==> config.mk <==
export PLATFORM = sky130hd
export DESIGN_NAME = rf_access_sequencer
export DESIGN_NICKNAME = d
export VERILOG_FILES = /design/src/rtl/rf_access_sequencer_pkg.sv /design/src/rtl/rf_seq_latch.sv /design/src/rtl/rf_access_sequencer.sv
export SDC_FILE = /design/constraint.sdc
export NUM_CORES = 1
export LEC_CHECK = 0
export BUFFER_PORTS_ARGS = -buffer_cell sky130_fd_sc_hd__buf_2
export CORE_MARGIN = 2
export CORE_UTILIZATION = 48
export DETAILED_ROUTE_END_ITERATION = 10
export PLACE_DENSITY = 0.85
export SYNTH_ARGS = -nofsm -noshare
export SYNTH_HDL_FRONTEND = slang
export SYNTH_SLANG_ARGS = --single-unit
==> constraint.sdc <==
create_clock -name CLK -period 2.4 [get_ports CLK]
set_input_delay 0 -clock CLK [delete_from_list [all_inputs] [get_ports CLK]]
set_output_delay 0 -clock CLK [all_outputs]
set_load 0.05 [all_outputs]
==> src/rtl/rf_access_sequencer_pkg.sv <==
// rf_access_sequencer_pkg: shared widths and FSM state encoding for the register-file access sequencer
package rf_access_sequencer_pkg;
  localparam int DATA_INDEX_LIMIT = 31;
  localparam int REG_ADDR_INDEX_LIMIT = 4;
  typedef enum logic [1:0] {
    IDLE = 2'd0,
    RD   = 2'd1,
    HOLD = 2'd2,
    WR   = 2'd3
  } seq_state_t;
endpackage

==> src/rtl/rf_seq_latch.sv <==
// rf_seq_latch: enable-loaded register with asynchronous active-low clear
module rf_seq_latch #(
  parameter int W = 8
) (
  input  logic         CLK,
  input  logic         RST,
  input  logic         en,
  input  logic [W-1:0] d,
  output logic [W-1:0] q
);
  always_ff @(posedge CLK or negedge RST)
    if (!RST) q <= '0;
    else if (en) q <= d;
endmodule

==> src/rtl/rf_access_sequencer.sv <==
// rf_access_sequencer: serialises operand reads and writebacks onto the register file; RF_SEQ_STATS_EN adds access counters
import rf_access_sequencer_pkg::*;
module rf_access_sequencer #(
  parameter int DATA_W = DATA_INDEX_LIMIT + 1,
  parameter int ADDR_W = REG_ADDR_INDEX_LIMIT + 1,
  parameter bit ZERO_REG_RO = 1'b1
) (
  input  logic              CLK,
  input  logic              RST,
  input  logic              req_valid,
  output logic              req_ready,
  input  logic [ADDR_W-1:0] req_rs,
  input  logic [ADDR_W-1:0] req_rt,
  output logic              op_valid,
  input  logic              op_ready,
  output logic [DATA_W-1:0] op_r1,
  output logic [DATA_W-1:0] op_r2,
  input  logic              wb_valid,
  output logic              wb_ready,
  input  logic [ADDR_W-1:0] wb_addr,
  input  logic [DATA_W-1:0] wb_data,
  output logic [ADDR_W-1:0] rf_addr_r1,
  output logic [ADDR_W-1:0] rf_addr_r2,
  output logic [ADDR_W-1:0] rf_addr_w,
  output logic [DATA_W-1:0] rf_data_w,
  output logic              rf_read,
  output logic              rf_write,
  input  logic [DATA_W-1:0] rf_data_r1,
  input  logic [DATA_W-1:0] rf_data_r2
`ifdef RF_SEQ_STATS_EN
  ,
  output logic [15:0]       stat_reads,
  output logic [15:0]       stat_writes
`endif
);
  seq_state_t state, state_nxt;
  logic take_wb, take_req;
  always_ff @(posedge CLK or negedge RST)
    if (!RST) state <= IDLE;
    else state <= state_nxt;
  always_comb begin
    take_wb   = state == IDLE && wb_valid;
    take_req  = state == IDLE && !wb_valid && req_valid;
    wb_ready  = state == IDLE;
    req_ready = state == IDLE && !wb_valid;
    op_valid  = state == HOLD;
    rf_read   = state == RD;
    // a write to r0 is acknowledged but never reaches the register file
    rf_write  = state == WR && !(ZERO_REG_RO && rf_addr_w == '0);
    state_nxt = take_wb ? WR : take_req ? RD : state == RD ? HOLD :
                state == HOLD && !op_ready ? HOLD : IDLE;
  end
  rf_seq_latch #(.W(2*ADDR_W)) u_src (
    .CLK(CLK), .RST(RST), .en(take_req), .d({req_rs, req_rt}), .q({rf_addr_r1, rf_addr_r2})
  );
  rf_seq_latch #(.W(ADDR_W+DATA_W)) u_wb (
    .CLK(CLK), .RST(RST), .en(take_wb), .d({wb_addr, wb_data}), .q({rf_addr_w, rf_data_w})
  );
  rf_seq_latch #(.W(2*DATA_W)) u_op (
    .CLK(CLK), .RST(RST), .en(rf_read), .d({rf_data_r1, rf_data_r2}), .q({op_r1, op_r2})
  );
`ifdef RF_SEQ_STATS_EN
  always_ff @(posedge CLK or negedge RST)
    if (!RST) begin
      stat_reads  <= '0;
      stat_writes <= '0;
    end else begin
      stat_reads  <= stat_reads + 16'(rf_read);
      stat_writes <= stat_writes + 16'(rf_write);
    end
`endif
endmodule

==> results.json, run 1 <==
{
  "status": "completed",
  "syn-num-nets": 365,
  "io_pins": 232,
  "track_usage_pct": 27.88,
  "final_common_cell": "buf_2",
  "grt.overflow.total": 0,
  "period_share_pct": 76.53,
  "setup_viol": 0,
  "holdCritStartpoint": "wb_valid",
  "grt_max_degree": 114,
  "dr.first_iter.drc_count": 90,
  "r2r_start": "state[0]$_DFF_PN0_",
  "port_buffers": 231,
  "core_mm2": 0.008678,
  "areaGrowthSynthToFinish_pct": 70.30,
  "final_cell_mix": "buf_2, dlygate4sd3_1, dfrtp_1",
  "initial_core_util_pct": 49.32,
  "n_fill_cell": 405,
  "critPathMaxStageDelay_ns": 0.51,
  "fin_area_mm2": 0.007289,
  "dp_hpwl_um": 7042,
  "startpoint": "state[1]$_DFF_PN0_",
  "antenna_found_initial": 1,
  "layout.nets": 721,
  "final_cells": 726,
  "drive_gt1_share_pct": 50.57,
  "post-route-min-period_ns": 1.837,
  "cts_tree": "yes",
  "path_cells": "nand2b_2, buf_12, inv_1, buf_2",
  "yosys_warnings": 0,
  "skew_ns": 0.009980,
  "syn_area_mm2": 0.004280,
  "cts_resized": 0,
  "dr.pass1.iters": 4,
  "place_congestion": 0.7345,
  "dp_cells": 580,
  "arrival_ns": 1.84,
  "die-height_um": 98.43,
  "wl_um": 13260,
  "rows": 34,
  "fmax_mhz": 544.4,
  "ys_seq_area_share_pct": 66.06,
  "clock-sinks": 113,
  "whs_ns": 0.08662,
  "grt_pass1_wl_um": 20840,
  "grt_pass1_vias": 4109,
  "clk_pin_slew_ns": 0.06,
  "tns_ns": 0,
  "htreeDepth": 4,
  "drv_slew": 0,
  "synth_cells": 249,
  "tightest_slew_ns": 0.6130,
  "vias": 3573,
  "required_ns": 2.40,
  "ys_ff_latch": 113,
  "placement.cell_area_mm2": 0.005529,
  "critPathKind": "flip-flop to output pin",
  "dieArea_mm2": 0.009688,
  "drc": 0,
  "clockBufferDepth": 2,
  "clkLatencyLatePin_ns": 0.50,
  "hold_path.class": "input pin to flip-flop",
  "slowest_stage": "dfrtp_1",
  "critPathLaunchType": "flip-flop",
  "vias_per_cell": 4.921,
  "hold_violations": 0,
  "maxCapViolCount": 0,
  "routedWlPerCell_um": 18.26,
  "ant_nets": 0,
  "root_buffer": "clkbuf_8",
  "die_w_um": 98.43,
  "cts_buffers": 17,
  "rsz0062_at_grt": "no",
  "crit_fanout": 65,
  "maxSlewHeadroom_pct": 59.13,
  "end_kind": "output pin",
  "postSynthAreaPerCell_um2": 17.19,
  "ys_types": 18
}
## critical path, delay by kind of cell, from the launching register on
family                 cells  cell delay (ns)
AND/OR/NAND/NOR            1             0.21
flip-flops                 1             0.51
buffers and inverters      3             0.60
## what timing repair did
| item | CTS | global route |
|---|---|---|
| hold endpoints to repair | 225 | 0 |
| hold buffers | 114 | 0 |
| buffers inserted | 0 | 0 |
| setup endpoints to repair | 0 | 0 |
## final cells by class
type                       count  area (µm²)  share of cell area (%)
tap                          108       135.1                   1.854
multi-input combinational    122        1341                   18.40
clock inverter                10       157.7                   2.163
clock buffer                  21       459.2                   6.299
inverter                       1       3.754                 0.05149
antenna                        1       2.502                 0.03433
sequential                   113        2828                   38.79
timing repair buffer         350        2362                   32.41
## Yosys cell counts
cell	n	area, µm²
nor3b_2	1	12.51
mux2_2	43	484.2
nor4b_2	1	15.01
dfrtp_1	113	2828
nor2b_1	1	6.260
nor3_1	1	5.000
nand2b_1	1	6.260
mux2_1	68	765.7
buf_4	3	22.52
inv_1	1	3.750
or3_1	1	6.260
buf_6	7	78.83
clkbuf_2	1	5.000
nor2_1	2	7.510
buf_2	2	10.01
or2_1	1	6.260
o311a_1	1	10.01
o21a_1	1	7.510
## layer usage
metal | wire, µm | share of wire (%) | GRT usage [%]
met1 | 4840 | 37 | 29.03
met2 | 7077 | 53 | 51.65
met3 | 943 | 7.1 | 8.723
met4 | 394 | 3.0 | 11.70
met5 | 0 | 0 | 0
## metrics by stage
| step | setup WS (ns) | utilization, % |
|---|---|---|
| detailed placement | 0.7755 | 63.71 |
| CTS | 0.5675 | 83.97 |
| floorplan | 0.4851 | - |
| global route | 0.4407 | 84.00 |
| global placement | 0.8114 | 63.71 |
| finish | 0.5633 | 84.00 |
## final timing paths
check | cells after the start | slack [ns] | end
max | 4 | 0.56 | rf_read
min | 4 | 0.09 | u_src.q[7]$_DFFE_PN0P_
max reg2reg | 3 | 0.73 | u_wb.q[12]$_DFFE_PN0P_
min reg2reg | 1 | 0.48 | u_op.q[29]$_DFFE_PN0N_
max in group asynchronous | 3 | 1.80 | u_op.q[9]$_DFFE_PN0N_
min in group asynchronous | 3 | 0.10 | u_wb.q[1]$_DFFE_PN0P_
## sequential cells by signal (all words and copies together), names as in the netlist
signal,count
u_op.q,64
u_wb.q,37
u_src.q,10
state,2
## cells by family (layout without fill, tap and decap cells)
kind of cell	after synthesis	count (layout)	share of synthesized area, %
simple gates	9	9	1.520
compound gates	2	2	0.4093
buf+inv	14	382	2.806
mux	111	111	29.20
other cells	0	1	0
flops	113	113	66.06
Power of run 1 is not shown: default switching activity piles up to over one toggle a cycle in this logic, so the estimate is an artifact.
==> run 2: changes to the inputs <==
--- a/config.mk
+++ b/config.mk
@@ -5,11 +5,12 @@
 export SDC_FILE = /design/constraint.sdc
 export NUM_CORES = 1
 export LEC_CHECK = 0
+export ABC_AREA = 1
 export BUFFER_PORTS_ARGS = -buffer_cell sky130_fd_sc_hd__buf_2
 export CORE_MARGIN = 2
-export CORE_UTILIZATION = 48
+export CORE_UTILIZATION = 45
 export DETAILED_ROUTE_END_ITERATION = 10
-export PLACE_DENSITY = 0.85
+export PLACE_DENSITY = 0.8
 export SYNTH_ARGS = -nofsm -noshare
 export SYNTH_HDL_FRONTEND = slang
 export SYNTH_SLANG_ARGS = --single-unit
==> constraint.sdc (replaced) <==
create_clock -name CLK -period 1.9 [get_ports CLK]
set_input_delay 0 -clock CLK [delete_from_list [all_inputs] [get_ports CLK]]
set_output_delay 0 -clock CLK [all_outputs]
set_load 0.05 [all_outputs]
==> run 2 against run 1 <==
- via count up 39%
- core utilization down 5.2 points
- flip-flop and latch count unchanged
- non-clock buffer count up 22
- clock skew down 0.0020 ns
- critical path depth up 1
- synthesized area up 3.6%
- largest cell class unchanged
- synthesized cell count up 99%
- die area up 10%
- final area up 4.7%
==> results.json, run 2 <==
{
  "antenna_found_initial": 0,
  "post-route-min-period_ns": 1.784,
  "end_kind": "flip-flop",
  "root_buffer": "clkbuf_8",
  "cts_buffers": 17,
  "fmax_mhz": 560.6,
  "finalPower_mw": 16.13,
  "track_usage_pct": 28.95,
  "yosys_warnings": 0,
  "place_ws_ns": 0.4799,
  "tightest_slew_ns": 0.6488,
  "pwr-share-clk_pct": 21.1,
  "whs_ns": 0.04343,
  "postSynthAreaPerCell_um2": 8.940,
  "ys_types": 18,
  "synth_top_flop_cell": "dfrtp_1",
  "setup_viol": 0,
  "htreeDepth": 4,
  "setup_ws_ns": 0.1163,
  "yosysMostFrequentCell": "nand2_1",
  "n_fill_cell": 512,
  "io_pins": 232,
  "clk_pin_slew_ns": 0.06,
  "skew_ns": 0.007995,
  "drv_slew": 0,
  "vias_per_cell": 4.951,
  "critPathLaunchType": "flip-flop",
  "antenna_cells": 0,
  "place_congestion": 0.7879,
  "seqPwrFrac_pct": 26.9,
  "ys_top_cells_by_count": "nand2_1, dfrtp_1, nand3_1",
  "async_reset_ff_share_pct": 100.0,
  "synth_edf_count": 0,
  "maxSlewHeadroom_pct": 56.75,
  "final_common_cell": "nand2_1",
  "drive_gt1_share_pct": 31.46,
  "finalCoreUtilization_pct": 78.82,
  "reg2reg_depth": 5,
  "maxCapViolCount": 0,
  "clockBufferDepth": 2,
  "cts_tree": "yes",
  "critPathKind": "flip-flop to flip-flop",
  "power_leakage_nw": 4.244,
  "synthTopCellsByArea": "dfrtp_1, nand2_1, nand3_1",
  "grt_pass1_wl_um": 23520,
  "areaGrowthSynthToFinish_pct": 72.15,
  "switching_power_mw": 8.304,
  "required_ns": 2.34,
  "layout.nets": 974,
  "period_share_pct": 93.88,
  "reg_top3": "u_op.q x64, u_wb.q x37, u_src.q x10",
  "post_cts_buffers": 0,
  "rsz0062_at_grt": "no",
  "drc": 0,
  "vias": 4971,
  "largest_reg_flops": 64,
  "die_w_um": 103.3,
  "grt_max_degree": 66,
  "ir_drop_uv": 1395,
  "dieArea_mm2": 0.01066,
  "clock-sinks": 113,
  "status": "completed",
  "syn_area_mm2": 0.004434,
  "syn-num-nets": 612,
  "rows": 36,
  "synth_top_area_share_pct": 63.77,
  "p_per_area_mw_per_mm2": 2113,
  "tns_ns": 0,
  "crit_fanout": 31,
  "clkLatencyLatePin_ns": 0.50,
  "routedWlPerCell_um": 15.64,
  "final_cell_mix": "nand2_1, buf_2, dlygate4sd3_1",
  "switching_share_pct": 51.49,
  "synth_cells": 496,
  "synth_largest_area_cell": "dfrtp_1",
  "ys_ff_latch": 113,
  "die-height_um": 103.3,
  "p_comb_share_pct": 52.0,
  "grt_pass1_vias": 4977,
  "initial_core_util_pct": 45.79,
  "dp_hpwl_um": 8182,
  "arrival_ns": 2.22,
  "ys_seq_area_share_pct": 63.77,
  "grt.overflow.total": 0,
  "core_mm2": 0.009684,
  "dr.pass1.iters": 4,
  "power.internal_mw": 7.824,
  "hold_violations": 0,
  "port_buffers": 231,
  "regMostFlops": "u_op.q",
  "dr.first_iter.drc_count": 199,
  "ant_nets": 0,
  "hold_path.class": "input pin to async pin",
  "wl_um": 15700
}
[run 2: cell count changes after synthesis, sizes merged, moves of 6 or more]
cell,change
inv,+6
nand2,+291
mux2,-111
nand4,+10
nand3,+39
buf,+13
[run 2: per-layer routing]
| layer | GRT usage (%) | share of wire [%] |
|---|---|---|
| met2 | 48.80 | 50 |
| met5 | 0 | 0 |
| met3 | 9.409 | 9.2 |
| met1 | 33.84 | 39 |
| met4 | 13.16 | 2.3 |
[run 2: cells by family after synthesis]
kind of cell / synth area share (%)
buffers and inverters: 4.712
AND/OR/NAND/NOR: 31.41
AO/OA/AOI/OAI: 0.1128
flip-flops: 63.77
[run 2: worst max-delay path, stage by stage, from the launching register on]
cell	delay, ns
dfrtp_1	0.44
nor2_4	0.15
buf_4	0.34
nand3_1	0.11
dlygate4sd3_1	0.60
nand2_1	0.07
[run 2: what timing repair did]
item	in CTS	in global routing
hold buffers	132	0
gates resized for setup	0	0
endpoints found under the hold margin	226	0
[run 2: layout make-up]
cell class	instances	area (µm²)	area share, %
inverters	7	26.28	0.3442
clock inverters	10	180.2	2.360
multi-input cells	347	1398	18.31
clock buffers	22	462.9	6.065
flip-flops and latches	113	2828	37.04
repair buffers	372	2572	33.70
well taps	133	166.4	2.180
[run 2: worst paths after layout]
| check | startpoint | to | slack (ns) |
|---|---|---|---|
| min in group CLK | wb_valid | u_wb.q[5]$_DFFE_PN0P_ | 0.14 |
| min | RST | u_op.q[35]$_DFFE_PN0N_ | 0.04 |
| max reg2reg | state[0]$_DFF_PN0_ | u_wb.q[16]$_DFFE_PN0P_ | 0.12 |
| max | state[0]$_DFF_PN0_ | u_wb.q[16]$_DFFE_PN0P_ | 0.12 |
| min reg2reg | u_wb.q[14]$_DFFE_PN0P_ | u_wb.q[14]$_DFFE_PN0P_ | 0.47 |
| max in group asynchronous | RST | u_wb.q[34]$_DFFE_PN0P_ | 1.18 |
[run 2: through the flow]
stage                     area [µm²]  instances
after CTS                       7634       1004
after global placement          5669        840
after floorplan                 4434        496
final                           7634       1004
after detailed placement        5669        840
after global routing            7634       1004
[run 2: power groups by stage]
stage | sequential (mW) | clock [mW] | combinational [mW]
floorplan | 8.19 | 0 | 2.14
global placement | 4.23 | 0 | 7.82
detailed placement | 4.26 | 0 | 7.96
CTS | 4.25 | 3.48 | 8.21
global route | 4.45 | 3.57 | 8.91
finish | 4.33 | 3.41 | 8.39
No activity file was read; power rests on OpenSTA's default activity.
==> run 3: changes to the inputs <==
--- a/config.mk
+++ b/config.mk
@@ -10,6 +10,7 @@
 export CORE_MARGIN = 2
 export CORE_UTILIZATION = 45
 export DETAILED_ROUTE_END_ITERATION = 10
+export MAX_ROUTING_LAYER = met4
 export PLACE_DENSITY = 0.8
 export SYNTH_ARGS = -nofsm -noshare
 export SYNTH_HDL_FRONTEND = slang
==> run 3 against run 2 <==
- final cell count stayed put
- clock skew grew 0.00056 ns
- first-iteration DRC count fell by 2.0%
- wire length grew 0.39%
- critical path depth stayed put
- critical endpoint is now u_wb.q[13]$_DFFE_PN0P_
- largest power group unchanged
==> results.json, run 3 (synthesis gave the netlist of run 2 again) <==
{
  "grt_max_degree": 66,
  "clockBufferDepth": 2,
  "drv_slew": 0,
  "grt_pass1_wl_um": 23490,
  "critPathKind": "flip-flop to flip-flop",
  "final_cell_mix": "nand2_1, buf_2, dlygate4sd3_1",
  "dr.pass1.iters": 5,
  "cts_resized": 0,
  "track_usage_pct": 29.89,
  "die-height_um": 103.3,
  "core_mm2": 0.009684,
  "finalPower_mw": 16.14,
  "place_congestion": 0.7990,
  "htreeDepth": 4,
  "fmax_mhz": 565.0,
  "critPathLaunchType": "flip-flop",
  "final_common_cell": "nand2_1",
  "antenna_found_initial": 0,
  "p_per_area_mw_per_mm2": 2115,
  "regMostFlops": "u_op.q",
  "routedWlPerCell_um": 15.70,
  "drive_gt1_share_pct": 31.46,
  "critPathMaxStageDelay_ns": 0.58,
  "largest_reg_flops": 64,
  "setup_viol": 0,
  "dp_hpwl_um": 8182,
  "slowest_stage": "dlygate4sd3_1",
  "vias_per_cell": 5.002,
  "vias": 5022,
  "wl_um": 15770,
  "switching_share_pct": 51.53,
  "port_buffers": 231,
  "root_buffer": "clkbuf_8",
  "cp_top_family": "buffers and inverters",
  "switching_power_mw": 8.318,
  "skew_ns": 0.008558,
  "power.internal_mw": 7.823,
  "hold_violations": 0,
  "clk_pin_slew_ns": 0.05,
  "ir_drop_uv": 1389,
  "crit_fanout": 31,
  "cts_tree": "yes",
  "placement.cell_area_mm2": 0.005669,
  "initial_core_util_pct": 45.79,
  "fin_area_mm2": 0.007634,
  "p_comb_share_pct": 52.0,
  "antenna_cells": 0,
  "tns_ns": 0,
  "io_pins": 232,
  "cts_buffers": 17,
  "die_w_um": 103.3,
  "areaGrowthSynthToFinish_pct": 72.15,
  "grt_pass1_vias": 4988,
  "status": "completed",
  "seqPwrFrac_pct": 26.9,
  "hold_path.class": "input pin to async pin",
  "clkLatencyLatePin_ns": 0.50,
  "path_buf_inv": 2,
  "arrival_ns": 2.20,
  "post_cts_buffers": 0,
  "ant_nets": 0,
  "rsz0062_at_grt": "no",
  "whs_ns": 0.03956,
  "grt.overflow.total": 0,
  "clock-sinks": 113,
  "tightest_slew_ns": 0.6565,
  "pwr-share-clk_pct": 21.1,
  "path_cells": "nor2_4, buf_4, nand3_1, dlygate4sd3_1, nand2_1",
  "end_kind": "flip-flop",
  "layout.nets": 974,
  "reg_top3": "u_op.q x64, u_wb.q x37, u_src.q x10",
  "required_ns": 2.33,
  "post-route-min-period_ns": 1.770,
  "ctsHoldBuffers": 132,
  "dieArea_mm2": 0.01066,
  "power_leakage_nw": 4.244,
  "period_share_pct": 93.15,
  "maxSlewHeadroom_pct": 56.23,
  "dr.first_iter.drc_count": 195,
  "rows": 36,
  "maxCapViolCount": 0,
  "drc": 0
}
[run 3: cell counts in the layout (fill, tap and decap cells not counted)]
Identical to the previous run, type by type.
[run 3: area by class of cell]
cell class	instances	area [µm²]
flip-flops and latches	113	2828
repair buffers	372	2572
clock buffers	22	462.9
clock inverters	10	180.2
multi-input cells	347	1398
well taps	133	166.4
fillers	512	2051
inverters	7	26.28
[run 3: worst register-to-register path, cell delays in order (launching register included)]
cell and delay (ns):
dfrtp_1 0.44, nor2_4 0.15, buf_4 0.33, nand3_1 0.13, dlygate4sd3_1 0.58, nand2_1 0.08
[run 3: worst paths after layout]
kind | cells past startpoint | end | slack (ns) | start
worst max-delay path | 5 | u_wb.q[13]$_DFFE_PN0P_ | 0.13 | state[0]$_DFF_PN0_
worst min-delay path | 2 | u_op.q[35]$_DFFE_PN0N_ | 0.04 | RST
worst max register to register | 5 | u_wb.q[13]$_DFFE_PN0P_ | 0.13 | state[0]$_DFF_PN0_
worst min register to register | 2 | u_wb.q[14]$_DFFE_PN0P_ | 0.47 | u_wb.q[14]$_DFFE_PN0P_
max in group asynchronous | 3 | u_wb.q[34]$_DFFE_PN0P_ | 1.19 | RST
min in group CLK | 4 | u_wb.q[0]$_DFFE_PN0P_ | 0.14 | wb_valid
[run 3: power groups by stage]
stage,Combinational (mW),Sequential [mW],Clock (mW)
after floorplan,2.14,8.19,0
after global placement,7.82,4.23,0
after detailed placement,7.96,4.26,0
after CTS,8.21,4.25,3.48
after global routing,8.91,4.45,3.57
final,8.39,4.34,3.41
[run 3: metrics by stage]
stage / util [%] / worst slack (ns) / cells
CTS: 78.82 / 0.09756 / 1004
floorplan: - / 0.3889 / 496
global route: 78.82 / 0.01173 / 1004
detailed placement: 58.54 / 0.4799 / 840
global placement: 58.54 / 0.5226 / 840
finish: 78.82 / 0.1301 / 1004
[run 3: routing by layer]
layer  track usage (%)  wire [µm]  part of all wire [%]
met1             34.02       6028                    38
met2             48.75       7845                    50
met3             9.073       1542                   9.8
met4             13.66        349                   2.2
met5                 -          0                     0
